===== config.mk =====
export PLATFORM = sky130hd
export DESIGN_NAME = ps2_scancode_decoder_flat
export DESIGN_NICKNAME = d
export VERILOG_FILES = /design/src/rtl/ps2_scancode_decoder_pkg.sv /design/src/rtl/ps2_scancode_decoder_if.sv /design/src/rtl/ps2_scancode_decoder_ascii.sv /design/src/rtl/ps2_scancode_decoder.sv /design/src/flat_wrapper.sv
export SDC_FILE = /design/constraint.sdc
export NUM_CORES = 1
export LEC_CHECK = 0
export CAP_MARGIN = 20
export CORE_MARGIN = 10
export CORE_UTILIZATION = 25
export CTS_CLUSTER_DIAMETER = 100
export CTS_CLUSTER_SIZE = 25
export DETAILED_ROUTE_END_ITERATION = 12
export PLACE_DENSITY_LB_ADDON = 0.25
export SLEW_MARGIN = 40
export SYNTH_ARGS = -nofsm -noshare
export SYNTH_HDL_FRONTEND = slang
export SYNTH_SLANG_ARGS = --single-unit

===== constraint.sdc =====
create_clock -name clk -period 3.4 [get_ports clk]
set_input_delay 0.68 -clock clk [delete_from_list [all_inputs] [get_ports clk]]
set_output_delay 0.68 -clock clk [all_outputs]
set_load 0.02 [all_outputs]

===== src/rtl/ps2_scancode_decoder_pkg.sv =====
// Shared constants and FSM state type for the PS/2 set-2 scan-code decoder.
package ps2_pkg;

  localparam logic [7:0] SC_EXT    = 8'hE0;
  localparam logic [7:0] SC_BRK    = 8'hF0;
  localparam logic [7:0] SC_LSHIFT = 8'h12;
  localparam logic [7:0] SC_RSHIFT = 8'h59;
  localparam logic [7:0] SC_CAPS   = 8'h58;

  typedef enum logic [1:0] {
    IDLE   = 2'd0,
    POP    = 2'd1,
    SETTLE = 2'd2
  } state_t;

  // Keyboard status/ack bytes that never describe a key.
  function automatic logic is_discard(input logic [7:0] b);
    return (b == 8'hAA) || (b == 8'hFA) || (b == 8'hEE) ||
           (b == 8'hFE) || (b == 8'h00) || (b == 8'hFF);
  endfunction

endpackage


===== src/rtl/ps2_scancode_decoder_if.sv =====
// Receiver pop handshake plus key-event bundle seen by the display stage.
interface ps2_scancode_decoder_if #(
  parameter int BYTE_W = 8,
  parameter int CNT_W  = 8
);
  logic              ready;
  logic [BYTE_W-1:0] data;
  logic              nextdata_n;
  logic              key_valid;
  logic [BYTE_W-1:0] key_code;
  logic [BYTE_W-1:0] key_ascii;
  logic              key_ext;
  logic              key_release;
  logic              key_repeat;
  logic              key_held;
  logic              shift;
  logic              caps;
  logic [CNT_W-1:0]  press_count;

  modport master (
    input  ready, data,
    output nextdata_n, key_valid, key_code, key_ascii, key_ext, key_release,
           key_repeat, key_held, shift, caps, press_count
  );

  modport slave (
    output ready, data,
    input  nextdata_n, key_valid, key_code, key_ascii, key_ext, key_release,
           key_repeat, key_held, shift, caps, press_count
  );
endinterface


===== src/rtl/ps2_scancode_decoder_ascii.sv =====
// Set-2 scan code to ASCII ROM: letters, top-row digits/symbols and a few controls.
module scancode_to_ascii (
  input  logic [7:0] code,
  input  logic       shift,
  input  logic       upper,
  output logic [7:0] ascii
);

  logic [7:0] letter;

  always_comb begin
    letter = 8'h00;
    ascii  = 8'h00;
    case (code)
      8'h1C: letter = "a";  8'h32: letter = "b";  8'h21: letter = "c";
      8'h23: letter = "d";  8'h24: letter = "e";  8'h2B: letter = "f";
      8'h34: letter = "g";  8'h33: letter = "h";  8'h43: letter = "i";
      8'h3B: letter = "j";  8'h42: letter = "k";  8'h4B: letter = "l";
      8'h3A: letter = "m";  8'h31: letter = "n";  8'h44: letter = "o";
      8'h4D: letter = "p";  8'h15: letter = "q";  8'h2D: letter = "r";
      8'h1B: letter = "s";  8'h2C: letter = "t";  8'h3C: letter = "u";
      8'h2A: letter = "v";  8'h1D: letter = "w";  8'h22: letter = "x";
      8'h35: letter = "y";  8'h1A: letter = "z";
      8'h45: ascii = shift ? ")" : "0";
      8'h16: ascii = shift ? "!" : "1";
      8'h1E: ascii = shift ? "@" : "2";
      8'h26: ascii = shift ? "#" : "3";
      8'h25: ascii = shift ? "$" : "4";
      8'h2E: ascii = shift ? "%" : "5";
      8'h36: ascii = shift ? "^" : "6";
      8'h3D: ascii = shift ? "&" : "7";
      8'h3E: ascii = shift ? "*" : "8";
      8'h46: ascii = shift ? "(" : "9";
      8'h29: ascii = 8'h20;
      8'h5A: ascii = 8'h0D;
      8'h66: ascii = 8'h08;
      8'h0D: ascii = 8'h09;
      default: ascii = 8'h00;
    endcase
    if (letter != 8'h00)
      ascii = upper ? (letter - 8'h20) : letter;
  end

endmodule


===== src/rtl/ps2_scancode_decoder.sv =====
// Pops scan-code bytes from the PS/2 receiver FIFO and turns them into key events.
// state  | meaning
// IDLE   | wait for ready, capture head byte, start pop strobe
// POP    | end pop strobe, decode captured byte, emit event
// SETTLE | let receiver ready/data catch up with the pop
module ps2_scancode_decoder
  import ps2_pkg::*;
#(
  parameter int BYTE_W = 8,
  parameter int CNT_W  = 8
) (
  input  logic                  clk,
  input  logic                  clrn,
  ps2_scancode_decoder_if.master bus
);

  state_t            state_q, state_d;
  logic [BYTE_W-1:0] byte_q, byte_d;
  logic              ext_f, ext_d, brk_f, brk_d;
  logic [BYTE_W:0]   last_q, last_d;
  logic              held_q, held_d, shl_q, shl_d, shr_q, shr_d, caps_q, caps_d;
  logic [CNT_W-1:0]  cnt_q, cnt_d;
  logic              ndn_q, ndn_d, kv_q, kv_d;
  logic [BYTE_W-1:0] code_q, code_d, ascii_q, ascii_d;
  logic              kext_q, kext_d, krel_q, krel_d, krep_q, krep_d;
  logic [7:0]        rom_ascii;
  logic              shift_now;
  logic              repeat_hit;

  assign shift_now  = shl_q | shr_q;
  assign repeat_hit = held_q && (last_q == {ext_f, byte_q});

  scancode_to_ascii u_rom (
    .code  (byte_q),
    .shift (shift_now),
    .upper (shift_now ^ caps_q),
    .ascii (rom_ascii)
  );

  always_comb begin
    state_d = state_q;
    byte_d  = byte_q;
    ext_d   = ext_f;
    brk_d   = brk_f;
    last_d  = last_q;
    held_d  = held_q;
    shl_d   = shl_q;
    shr_d   = shr_q;
    caps_d  = caps_q;
    cnt_d   = cnt_q;
    ndn_d   = 1'b1;
    kv_d    = 1'b0;
    code_d  = code_q;
    ascii_d = ascii_q;
    kext_d  = kext_q;
    krel_d  = krel_q;
    krep_d  = krep_q;
    case (state_q)
      IDLE: begin
        if (bus.ready) begin
          byte_d  = bus.data;
          ndn_d   = 1'b0;
          state_d = POP;
        end
      end
      POP: begin
        state_d = SETTLE;
        if (byte_q == SC_EXT) begin
          ext_d = 1'b1;
        end else if (byte_q == SC_BRK) begin
          brk_d = 1'b1;
        end else if (is_discard(byte_q)) begin
          ext_d = 1'b0;
          brk_d = 1'b0;
        end else begin
          kv_d    = 1'b1;
          code_d  = byte_q;
          ascii_d = ext_f ? '0 : rom_ascii;
          kext_d  = ext_f;
          krel_d  = brk_f;
          krep_d  = 1'b0;
          ext_d   = 1'b0;
          brk_d   = 1'b0;
          if (!brk_f) begin
            if (repeat_hit) begin
              krep_d = 1'b1;
            end else begin
              cnt_d  = cnt_q + 1'b1;
              last_d = {ext_f, byte_q};
              held_d = 1'b1;
              if (byte_q == SC_CAPS) caps_d = ~caps_q;
            end
            if (byte_q == SC_LSHIFT) shl_d = 1'b1;
            if (byte_q == SC_RSHIFT) shr_d = 1'b1;
          end else begin
            if (byte_q == SC_LSHIFT) shl_d = 1'b0;
            if (byte_q == SC_RSHIFT) shr_d = 1'b0;
            if (last_q == {ext_f, byte_q}) held_d = 1'b0;
          end
        end
      end
      SETTLE:  state_d = IDLE;
      default: state_d = IDLE;
    endcase
  end

  always_ff @(posedge clk or negedge clrn) begin
    if (!clrn) begin
      state_q <= IDLE;
      byte_q  <= '0;
      ext_f   <= 1'b0;
      brk_f   <= 1'b0;
      last_q  <= '0;
      held_q  <= 1'b0;
      shl_q   <= 1'b0;
      shr_q   <= 1'b0;
      caps_q  <= 1'b0;
      cnt_q   <= '0;
      ndn_q   <= 1'b1;
      kv_q    <= 1'b0;
      code_q  <= '0;
      ascii_q <= '0;
      kext_q  <= 1'b0;
      krel_q  <= 1'b0;
      krep_q  <= 1'b0;
    end else begin
      state_q <= state_d;
      byte_q  <= byte_d;
      ext_f   <= ext_d;
      brk_f   <= brk_d;
      last_q  <= last_d;
      held_q  <= held_d;
      shl_q   <= shl_d;
      shr_q   <= shr_d;
      caps_q  <= caps_d;
      cnt_q   <= cnt_d;
      ndn_q   <= ndn_d;
      kv_q    <= kv_d;
      code_q  <= code_d;
      ascii_q <= ascii_d;
      kext_q  <= kext_d;
      krel_q  <= krel_d;
      krep_q  <= krep_d;
    end
  end

  assign bus.nextdata_n  = ndn_q;
  assign bus.key_valid   = kv_q;
  assign bus.key_code    = code_q;
  assign bus.key_ascii   = ascii_q;
  assign bus.key_ext     = kext_q;
  assign bus.key_release = krel_q;
  assign bus.key_repeat  = krep_q;
  assign bus.key_held    = held_q;
  assign bus.shift       = shift_now;
  assign bus.caps        = caps_q;
  assign bus.press_count = cnt_q;

endmodule


===== src/flat_wrapper.sv =====
// flat-port wrapper written by rule: the top's interface ports become plain ports
module ps2_scancode_decoder_flat import ps2_pkg::*;
#(
  parameter int BYTE_W = 8,
  parameter int CNT_W  = 8
)
  (clk, clrn, bus_ready, bus_data, bus_nextdata_n, bus_key_valid, bus_key_code, bus_key_ascii, bus_key_ext, bus_key_release, bus_key_repeat, bus_key_held, bus_shift, bus_caps, bus_press_count);
  ps2_scancode_decoder_if #(.BYTE_W(BYTE_W), .CNT_W(CNT_W)) bus_i ();
  input  logic clk;
  input  logic clrn;
  input wire logic [$bits(bus_i.ready)-1:0] bus_ready;
  input wire logic [$bits(bus_i.data)-1:0] bus_data;
  output wire logic [$bits(bus_i.nextdata_n)-1:0] bus_nextdata_n;
  output wire logic [$bits(bus_i.key_valid)-1:0] bus_key_valid;
  output wire logic [$bits(bus_i.key_code)-1:0] bus_key_code;
  output wire logic [$bits(bus_i.key_ascii)-1:0] bus_key_ascii;
  output wire logic [$bits(bus_i.key_ext)-1:0] bus_key_ext;
  output wire logic [$bits(bus_i.key_release)-1:0] bus_key_release;
  output wire logic [$bits(bus_i.key_repeat)-1:0] bus_key_repeat;
  output wire logic [$bits(bus_i.key_held)-1:0] bus_key_held;
  output wire logic [$bits(bus_i.shift)-1:0] bus_shift;
  output wire logic [$bits(bus_i.caps)-1:0] bus_caps;
  output wire logic [$bits(bus_i.press_count)-1:0] bus_press_count;
  assign bus_i.ready = bus_ready;
  assign bus_i.data = bus_data;
  assign bus_nextdata_n = bus_i.nextdata_n;
  assign bus_key_valid = bus_i.key_valid;
  assign bus_key_code = bus_i.key_code;
  assign bus_key_ascii = bus_i.key_ascii;
  assign bus_key_ext = bus_i.key_ext;
  assign bus_key_release = bus_i.key_release;
  assign bus_key_repeat = bus_i.key_repeat;
  assign bus_key_held = bus_i.key_held;
  assign bus_shift = bus_i.shift;
  assign bus_caps = bus_i.caps;
  assign bus_press_count = bus_i.press_count;
  ps2_scancode_decoder #(.BYTE_W(BYTE_W), .CNT_W(CNT_W)) u_core (.clk(clk), .clrn(clrn), .bus(bus_i));
endmodule

==> results.md <==
Placed design:
- Port buffering added 42 buffers.
- The standard cell area after detailed placement is 0.00394 mm2.
- The placed wire-length estimate is 7350 um.
- Timing analysis after detailed placement gives a worst setup slack of 368 ps.
- Routability-driven placement finished with a final weighted congestion of around 0.96.

CTS:
- The clock network latency to the later pin of the worst-skew pair is approximately 300 ps.
- After clock tree synthesis, the setup repair step added 0 buffers.
- The maximum buffer depth of the clock tree is 2.
- Counting the buffers created by CTS gives 5.
- The total number of clock tree sinks is 54.
- The hold-fix buffer count after cts is 0.
- After clock tree synthesis, the clock-pin slew on the worst setup and hold paths is approximately 70 ps.
- The root buffer selected by CTS is sky130_fd_sc_hd__clkbuf_16.
- The H-tree generated during clock tree synthesis spans 2 levels.
- TritonCTS built the clock tree.
- Post-CTS repair changed the size of 0 cells.

Timing:
- Setup repair after global routing left no endpoint under its margin.
- Setup violations remaining at the end of the flow were counted as 0.
- The time the worst path needs with I/O delays and setup is between 3000 and 4000 ps.
- The worst-margin pin slew is 823 ps.
- In the final timing run, aggregate negative setup slack is 0 ps.
- The count of pins over their slew limit is 0.
- The setup slack after layout is between 300 and 400 ps.
- The worst slew margin relative to its limit is 44.4%.
- Clock skew on the completed layout was measured at 7.83 ps.
- The peak clock frequency supported by timing is 0.325 GHz.
- The hold violation count in the final report is 0.
- The post-route fraction of the period consumed by the critical path is 90.4%.

Synthesis:
- Among all flip-flop cells after synthesis, the most frequent one is sky130_fd_sc_hd__dfrtp_1.
- For this run, asynchronously set or reset flops after synthesis account for 100%.
- The netlist area before placement is about 0.0033 mm2.
- The share of the yosys chip area belonging to registers is 40.9%.
- The count of yosys warnings during synthesis is 0.
- After synthesis the netlist holds a flip-flop and latch count of 54.
- The synthesized design contains 0 enable-type register cells.
- The number of different library cells in the post-synthesis netlist is 65.
- The number of nets produced by synthesis is 393.
- The post-synthesis instance total is 379.
- Each instance of the synthesized netlist takes up on average 8.72 um2.

Critical path:
- Together, buffers and inverters on the worst path number 0.
- Of all nets on the critical path, the largest fanout is 16.
- In this run the critical register-to-register path is launched from u_core.byte_q[6].
- The critical path startpoint category is a register.
- The critical setup path kind is reg -> reg.
- The critical path crosses 8 cells after its start point.
- The critical path required time is 3580 ps.
- Among all stages on the critical path, the largest delay is contributed by sky130_fd_sc_hd__a2111oi_0.
- The worst reg-to-reg setup slack is 330 ps.
- On the worst path, the slowest cell contributes a delay of 730 ps.
- Data on the critical path arrives at its endpoint at 3250 ps.
- The destination of the worst register-to-register timing path is u_core.bus.key_ascii[5].
- The cell family contributing the most delay on the critical path is compound AO/OA/AOI/OAI gates.
- STA classifies the critical path endpoint as a register.
- The signal on the critical path passes through or4b_1 > a2111oi_0 > nand3b_1 > a2111oi_2 > and2_4 > ha_1 > a21oi_1 > o221a_2.
- The path depth of the worst reg2reg path is 8.

Pwr:
- The analysis attributes to cell leakage a power of 1.65 nW.
- The worst IR drop on VDD is 0.185 mV.
- The post-route total power is 2.95 mW.
- Dividing total power by cell area gives a power density of ~720 mW/mm2.

Final layout:
- The post-route cell area is approximately 0.0041 mm2.
- The layout cell share with drive strength beyond 1 is 11.1%.
- At the end of the flow the core is filled with cells to between 30% and 40%.
- Relative to the synthesized area, the layout overhead comes to 23.4%.
- In the final design database the tool counted 426 nets.
- 0 antenna diodes ended up in the layout.
- The fill cell instance count of the final layout is 1343.
- In the final layout, the multi-input gates occupy 0.00176 mm2.
- Across the whole layout, storage elements account for 0.00135 mm2.

Detailed routing:
- The via count is slightly below 3000.
- The number of remaining DRC errors is 0.
- The detail-routed via count per cell is around 5.0.
- The first TritonRoute pass finished after 4 iterations.
- After detailed routing, the average wire length per cell comes to 16.9 um.
- The detail route stage leaves a number of antenna-violating nets equal to 0.
- The first-iteration detailed-routing DRC count is 158.
- The total wire length after detailed routing is 9890 um.

Outcome:
- The flow ran to the end, and the final reports show no timing, DRC or antenna violations.

GRT:
- The number of global-route vias before repair is 3027.
- Entering global routing, the biggest net connects between 40 and 50 pins.
- The number of antenna violations at the first check in global routing is 0.
- The first global-routing pass estimated 16300 um of wire.
- Across every metal layer, demand over resource in global routing totals 10.9%.
- For this run the aggregate overflow at the end of global routing stands at 0.

Floorplan:
- The floorplan step set the die width to 135 um.
- The die boundary height is around 130 um.
- The core region is 0.0128 mm2.
- In this run the count of I/O pins placed on the die edge is 43.
- Once the floorplan was initialized, standard cells occupied 25.9% of the core.
- The floorplan has between 40 and 50 rows.
- The die covers 0.0182 mm2.

Job:
- The max capacitance violation total is 0.

Worst hold path:
- The tightest min-delay check is of the in -> async type.
-- per-layer routing --
layer  global-route usage (%)  share of wire, %  routed length (um)
met5                        0                 0                   0
met4                     3.29               1.7                 165
met3                     2.78               6.3                 621
met2                     17.7                48                4720
met1                     13.9                44                4380
-- worst max path at each step --
stage	to	slack, ps	start
finish	u_core.bus.key_ascii[5]	330	u_core.byte_q[6]
global route	u_core.bus.key_ascii[5]	150	u_core.byte_q[6]
CTS	u_core.bus.key_ascii[5]	340	u_core.byte_q[6]
detailed placement	u_core.bus.key_ascii[5]	370	u_core.byte_q[6]
global placement	u_core.bus.key_ascii[5]	410	u_core.byte_q[6]
floorplan	u_core.bus.key_ascii[5]	900	u_core.byte_q[4]
-- layout make-up --
type / instances / area share, %
Clock buffer: 7 / 3.25
Clock inverter: 1 / 0.184
Timing Repair Buffer: 63 / 14.1
Multi-Input combinational cell: 278 / 43.1
Tap cell: 172 / 5.28
Sequential cell: 54 / 33.2
Inverter: 10 / 0.921
-- power by group --
part / internal, mW / switching [mW] / leakage [nW]
Sequential: 0.848 / 0.264 / 0.685
Clock: 0.274 / 0.230 / 0.0641
Combinational: 0.609 / 0.720 / 0.904
-- cell usage in the layout, fill, tap and decap left out, types with 3 or more instances in the layout --
master                            instances
sky130_fd_sc_hd__or4b_1                   3
sky130_fd_sc_hd__nor2_1                  18
sky130_fd_sc_hd__a21o_1                   3
sky130_fd_sc_hd__nand4_1                  6
sky130_fd_sc_hd__clkdlybuf4s50_1         41
sky130_fd_sc_hd__nor4bb_1                 7
sky130_fd_sc_hd__nand2b_1                 7
sky130_fd_sc_hd__clkbuf_16                5
sky130_fd_sc_hd__xnor2_1                 21
sky130_fd_sc_hd__inv_1                   10
sky130_fd_sc_hd__dfrtp_1                 53
sky130_fd_sc_hd__mux2_2                   7
sky130_fd_sc_hd__xor2_1                   3
sky130_fd_sc_hd__ha_1                     3
sky130_fd_sc_hd__a21oi_1                 12
sky130_fd_sc_hd__nor3b_1                  3
sky130_fd_sc_hd__a31oi_1                  3
sky130_fd_sc_hd__o32ai_1                  3
sky130_fd_sc_hd__nor3_1                   4
sky130_fd_sc_hd__nand2_1                 72
sky130_fd_sc_hd__nor2b_1                  4
sky130_fd_sc_hd__nand3b_1                 3
sky130_fd_sc_hd__nor4_1                   8
sky130_fd_sc_hd__nand3_1                 12
sky130_fd_sc_hd__buf_4                   22
sky130_fd_sc_hd__a22oi_1                  5
sky130_fd_sc_hd__o21ai_0                 25
-- cells in the mapped netlist (2+ instances only) --
cell type	number	area [um2]
sky130_fd_sc_hd__nand3_1	12	60.1
sky130_fd_sc_hd__a21oi_1	12	60.1
sky130_fd_sc_hd__nor4_1	8	50.1
sky130_fd_sc_hd__a2111oi_0	2	17.5
sky130_fd_sc_hd__nor3b_1	3	22.5
sky130_fd_sc_hd__nor2b_1	4	25.0
sky130_fd_sc_hd__clkbuf_1	9	33.8
sky130_fd_sc_hd__nor4bb_1	7	70.1
sky130_fd_sc_hd__and4b_1	2	20.0
sky130_fd_sc_hd__a31oi_1	3	18.8
sky130_fd_sc_hd__o31ai_1	2	15.0
sky130_fd_sc_hd__or3_1	2	12.5
sky130_fd_sc_hd__o2111ai_1	3	26.3
sky130_fd_sc_hd__a22oi_1	5	37.5
sky130_fd_sc_hd__o21ai_0	25	125
sky130_fd_sc_hd__nand2b_1	7	43.8
sky130_fd_sc_hd__or4b_1	3	30.0
sky130_fd_sc_hd__nand4_1	6	37.5
sky130_fd_sc_hd__nand3b_1	3	22.5
sky130_fd_sc_hd__xnor2_1	21	184
sky130_fd_sc_hd__dfrtp_1	53	1330
sky130_fd_sc_hd__buf_2	19	95.1
sky130_fd_sc_hd__a32o_1	2	20.0
sky130_fd_sc_hd__a21boi_0	2	15.0
sky130_fd_sc_hd__a21o_1	3	22.5
sky130_fd_sc_hd__buf_1	7	26.3
sky130_fd_sc_hd__nor3_1	4	20.0
sky130_fd_sc_hd__nand2_1	72	270
sky130_fd_sc_hd__a41oi_1	2	17.5
sky130_fd_sc_hd__mux2_2	7	78.8
sky130_fd_sc_hd__o32ai_1	3	26.3
sky130_fd_sc_hd__nor2_1	18	67.6
sky130_fd_sc_hd__inv_1	10	37.5
sky130_fd_sc_hd__nor4b_1	3	26.3
sky130_fd_sc_hd__ha_1	3	37.5
sky130_fd_sc_hd__xor2_1	3	26.3
-- through the flow --
step,cells,hold slack [ps]
after global placement,577,421
after floorplan,379,384
after detailed placement,577,433
final,585,364
after CTS,585,386
after global routing,585,401
-- flip-flops by register name, summed over array words and instances (netlist names), 2 cells and up --
| signal | flops |
|---|---|
| u_core.last_q | 9 |
| u_core.bus.key_ascii | 8 |
| u_core.bus.key_code | 8 |
| u_core.bus.press_count | 8 |
| u_core.byte_q | 8 |
| u_core.state_q | 2 |
-- kinds of logic (layout without fill, tap and decap cells) --
logic type	after synthesis	in the layout	share of synthesized area [%]
XOR/XNOR	24	24	6.36
AO/OA/AOI/OAI	82	82	17.4
AND/OR/NAND/NOR	161	161	25.2
multiplexers	8	8	2.69
flip-flops	54	54	40.9
buffers and inverters	47	81	6.32
adder cells (fa/ha/maj)	3	3	1.14
No activity file was read; power rests on OpenSTA's default activity.
